[config.mk]
export PLATFORM = sky130hd
export DESIGN_NAME = im_loader
export DESIGN_NICKNAME = d
export VERILOG_FILES = /design/src/rtl/im_loader.sv
export SDC_FILE = /design/constraint.sdc
export NUM_CORES = 1
export LEC_CHECK = 0
export CAP_MARGIN = 20
export CORE_MARGIN = 3
export CORE_UTILIZATION = 38
export DETAILED_ROUTE_END_ITERATION = 12
export PLACE_DENSITY_LB_ADDON = 0.3
export SLEW_MARGIN = 20
export SYNTH_ARGS = -nofsm -noshare
export SYNTH_HDL_FRONTEND = slang
export SYNTH_SLANG_ARGS = --single-unit
[constraint.sdc]
create_clock -name clk -period 5.3 [get_ports clk]
set_input_delay 1.325 -clock clk [delete_from_list [all_inputs] [get_ports clk]]
set_output_delay 1.325 -clock clk [all_outputs]
set_load 0.01 [all_outputs]
[src/rtl/im_loader.sv]
// Instruction-memory loader: assembles a little-endian byte stream into 32-bit
// words, writes them to IM from address 0 and holds the core until complete.
module im_loader #(
    parameter int unsigned ADDR_W = 6,
    parameter int unsigned DEPTH  = 64
) (
    input  logic              clk,
    input  logic              rst,
    input  logic              start,
    input  logic [ADDR_W:0]   n_words,
    input  logic              byte_valid,
    input  logic [7:0]        byte_data,
    output logic              byte_ready,
    output logic              im_we,
    output logic [ADDR_W-1:0] im_addr,
    output logic [31:0]       im_wdata,
    output logic              busy,
    output logic              done,
    output logic              cpu_hold,
    output logic [31:0]       checksum
);

    localparam int unsigned NW_W = ADDR_W + 1;

    typedef enum logic [1:0] {
        S_IDLE,
        S_COLLECT,
        S_WRITE,
        S_DONE
    } state_t;

    state_t          state, state_nxt;
    logic            load, accept, last;
    logic [NW_W-1:0] n_lat;
    logic [NW_W-1:0] word_idx;
    logic [1:0]      byte_cnt;
    logic [23:0]     part_word;

    always_ff @(posedge clk) begin
        if (rst) state <= S_IDLE;
        else     state <= state_nxt;
    end

    always_comb begin
        state_nxt = state;
        load      = 1'b0;
        accept    = 1'b0;
        last      = (word_idx == (n_lat - NW_W'(1)));
        case (state)
            S_IDLE, S_DONE: begin
                if (start) begin
                    load      = 1'b1;
                    state_nxt = (n_words == '0) ? S_DONE : S_COLLECT;
                end
            end
            S_COLLECT: begin
                accept = byte_valid && byte_ready;
                if (accept && (byte_cnt == 2'd3)) state_nxt = S_WRITE;
            end
            S_WRITE: begin
                state_nxt = last ? S_DONE : S_COLLECT;
            end
            default: state_nxt = S_IDLE;
        endcase
    end

    // Outputs are registered from the next state so they line up with the state register.
    always_ff @(posedge clk) begin
        if (rst) begin
            byte_ready <= 1'b0;
            im_we      <= 1'b0;
            im_addr    <= '0;
            im_wdata   <= '0;
            busy       <= 1'b0;
            done       <= 1'b0;
            cpu_hold   <= 1'b1;
            checksum   <= '0;
            n_lat      <= '0;
            word_idx   <= '0;
            byte_cnt   <= '0;
            part_word  <= '0;
        end else begin
            byte_ready <= (state_nxt == S_COLLECT);
            im_we      <= (state_nxt == S_WRITE);
            busy       <= (state_nxt == S_COLLECT) || (state_nxt == S_WRITE);
            done       <= (state_nxt == S_DONE);
            cpu_hold   <= (state_nxt != S_DONE);

            if (load) begin
                n_lat    <= (n_words > NW_W'(DEPTH)) ? NW_W'(DEPTH) : n_words;
                checksum <= '0;
                word_idx <= '0;
                byte_cnt <= '0;
            end

            if (accept) begin
                byte_cnt <= byte_cnt + 2'd1;
                case (byte_cnt)
                    2'd0: part_word[7:0]   <= byte_data;
                    2'd1: part_word[15:8]  <= byte_data;
                    2'd2: part_word[23:16] <= byte_data;
                    default: begin
                        im_wdata <= {byte_data, part_word};
                        im_addr  <= word_idx[ADDR_W-1:0];
                    end
                endcase
            end

            if (state == S_WRITE) begin
                checksum <= checksum ^ im_wdata;
                word_idx <= word_idx + NW_W'(1);
            end
        end
    end

endmodule

==> run_results.csv <==
group,metric,value,unit
status,outcome,"complete, no violations",
hold_path,holdCritStartpoint,"part_word[19]$_SDFFE_PP0P_",
global_routing,antenna_found_initial,0,
worst_setup_path,r2r_start,"state[0]$_SDFF_PP0_",
detailed_routing,drtIter0Drc,142,
job,drv_cap,0,
pwr,leakagePower,2.17,nW
logic_synthesis,yosysSeqAreaShare,50.3,%
cts,cts_buffers,17,
detailed_routing,drtAntennaViolNets,0,
timing,rsz0062_at_grt,"no",
hold_path,whs_endpoint,"part_word[19]$_SDFFE_PP0P_",
global_routing,grt_max_degree,86,
worst_setup_path,crit_family,"buffers and inverters",
die,die_height,117,um
detailed_routing,drt-total-wl,10.8,mm
cts,cts_max_level,4,
global_routing,grt_pass1_wl,18.2,mm
logic_synthesis,ys_async_sr_fraction,0,%
place,gp_congestion,0.793,
logic_synthesis,synth_edf_count,0,
logic_synthesis,synth.distinct_cells,43,
die,design.die.area,0.0136,mm2
cts,cts_sinks,117,
global_routing,grt_overflow,0,
hold_path,whs_path_depth,2,
detailed_routing,wl_per_cell,13.6,um
timing,skew,0.00718,ns
cts,root_buffer,"clkbuf_16",
global_routing,grtUsageTotal,17.0,%
timing,fmax,315,MHz
logic_synthesis,syn-num-nets,588,
layout,nNetsFinal,672,
place,placed_area,0.00566,mm2
worst_setup_path,critPathMaxStageDelay,0.45,ns
worst_setup_path,worstReg2RegEnd,"busy$_SDFF_PP0_",
worst_setup_path,cp_cell_sequence,"clkdlybuf4s50_1, and4_1, buf_4, a211oi_1, nand3_1, o211ai_2, inv_1, ha_1, nor2b_1",
timing,worst_slew_pin_slew,0.900,ns
cts,cts_buffer_depth,2,
timing,finalHoldViolCount,0,
die,die_w,117,um
timing,fin_crit_sh,59.9,%
timing,setup_violations,0,
worst_setup_path,end_kind,"flip-flop",
detailed_routing,route.vias.total,3907,
cts,cts_setup_buffers,0,
worst_setup_path,reg2reg_depth,8,
logic_synthesis,ys.flop_type,"dfxtp_1",
die,rows,39,
layout,layout-drive-gt1-share,6.42,%
layout,nFillCells,1096,
worst_setup_path,crit_path_top_delay_cell,"clkdlybuf4s50_1",
die,coreArea,0.0117,mm2
worst_setup_path,crit_fanout,39,
pwr,ir_worst_vdd,0.000190,V
die,boundaryPins,94,
timing,relSlewSlack,40.0,%
detailed_routing,drc,0,
worst_setup_path,rrSetupSlack,2.81,ns
worst_setup_path,crit_arrival,3.43,ns
detailed_routing,viasPerCell,4.90,
place,port_buffers,93,
logic_synthesis,synth_area,0.00466,mm2
layout,fin_util,53.2,%
layout,final_area,0.00622,mm2
cts,clkTransAtPathRegs,0.05,ns
hold_path,hp-class,"flip-flop to flip-flop",
place,post-dp-hpwl,7.28,mm
logic_synthesis,synth_area_per_cell,8.34,um2
place,dp_cells,766,
pwr,power.density,374,mW/mm2
layout,layout.cells.non_filler,797,
logic_synthesis,ys_seq_elements,117,
logic_synthesis,synthCells,558,
timing,fin_crit,3.17,ns
layout,syn_to_final_growth,33.7,%
logic_synthesis,synth_warnings,0,
cts,hold_buffers,0,
worst_setup_path,worstSetupPathType,"input pin to flip-flop",
worst_setup_path,startpoint_type,"input pin",
cts,insertion_delay,0.40,ns
layout,antenna_cells,0,
die,initial_core_util,39.8,%
cts,tritoncts,"yes",
cts,cts_resized,0,
detailed_routing,first_pass_iters,6,
global_routing,grt_pass1_vias,3819,
worst_setup_path,crit_buf_inv,3,
worst_setup_path,worstPathRequired,5.55,ns
timing,finalSetupTns,0,ns
timing,maxSlewViolCount,0,
[flip-flops by register name, indices dropped and copies added (netlist names), 2 cells and up]
| name | count |
|---|---|
| byte_cnt | 2 |
| im_addr | 6 |
| word_idx | 7 |
| n_lat | 7 |
| part_word | 24 |
| im_wdata | 32 |
| state | 2 |
| checksum | 32 |
[layout by cell type, fill, tap and decap left out, types with 6 or more instances in the layout]
| master | instances |
|---|---|
| nor3b_1 | 6 |
| inv_1 | 9 |
| dfxtp_1 | 117 |
| nand2_1 | 168 |
| clkbuf_16 | 17 |
| nor2_1 | 44 |
| a21oi_1 | 79 |
| ha_1 | 10 |
| clkdlybuf4s50_1 | 92 |
| xor2_1 | 36 |
| clkbuf_8 | 6 |
[worst max path at each step]
stage	startpoint	to	slack, ns	cells after the start
after CTS	byte_valid	busy$_SDFF_PP0_	2.13	9
final	byte_valid	busy$_SDFF_PP0_	2.13	9
after detailed placement	byte_valid	busy$_SDFF_PP0_	1.70	9
after floorplan	byte_valid	busy$_SDFF_PP0_	2.60	7
after global routing	byte_valid	busy$_SDFF_PP0_	1.98	9
after global placement	byte_valid	busy$_SDFF_PP0_	1.75	9
[tightest hold or removal path, stage by stage, from the launching register on]
cell and delay, ns:
dfxtp_1 0.30, nand2_1 0.05, a21oi_1 0.05
[synth_stat cells, types with 6 or more instances]
cell | n | area [um2]
a21oi_1 | 79 | 395
buf_1 | 7 | 26.3
buf_2 | 9 | 45.0
clkbuf_1 | 15 | 56.3
dfxtp_1 | 117 | 2340
ha_1 | 11 | 138
inv_1 | 9 | 33.8
nand2_1 | 168 | 631
nor2_1 | 44 | 165
nor3b_1 | 6 | 45.0
xor2_1 | 36 | 315
[layer usage]
layer  vias to the layer above  global-route usage [%]  routed length [um]
met5                         -                       0                   0
li1                       1974                       -                   -
met2                       104                    26.4                5000
met1                      1814                    22.0                5150
met3                        15                    5.96                 555
met4                         0                    5.50                 134
[stage by stage]
stage	power (mW)	hold slack, ns	worst slack [ns]
after global placement	1.26	0.441	1.75
final	2.33	0.452	2.13
after detailed placement	1.27	0.447	1.70
after global routing	2.43	0.470	1.98
after CTS	2.35	0.455	2.13
after floorplan	1.17	0.432	2.60
[cell families (layout without fill, tap and decap cells)]
group,Yosys count,after routing,synth area share [%]
adders and majority gates,11,11,2.96
muxes,1,1,0.215
AOI/OAI and AO/OA,93,93,11.1
DFF,117,117,50.3
and+or+nand+nor,251,251,22.9
buffers and inverters,42,138,3.87
xor gates and xnor gates,43,43,8.68
[power by group]
part	total, mW	switching, mW	internal (mW)
sequential	0.943	0.0279	0.916
clock	1.08	0.360	0.715
combinational	0.308	0.180	0.128
[final cells by class]
type	count	area [um2]	area share, %
Clock buffer	28	527	8.46
Clock inverter	3	40.0	0.643
Inverter	9	33.8	0.543
Multi-Input combinational cell	399	2140	34.4
Sequential cell	117	2340	37.6
Tap cell	143	179	2.87
Timing Repair Buffer	98	963	15.5
Power figures use the tool's default switching activity.
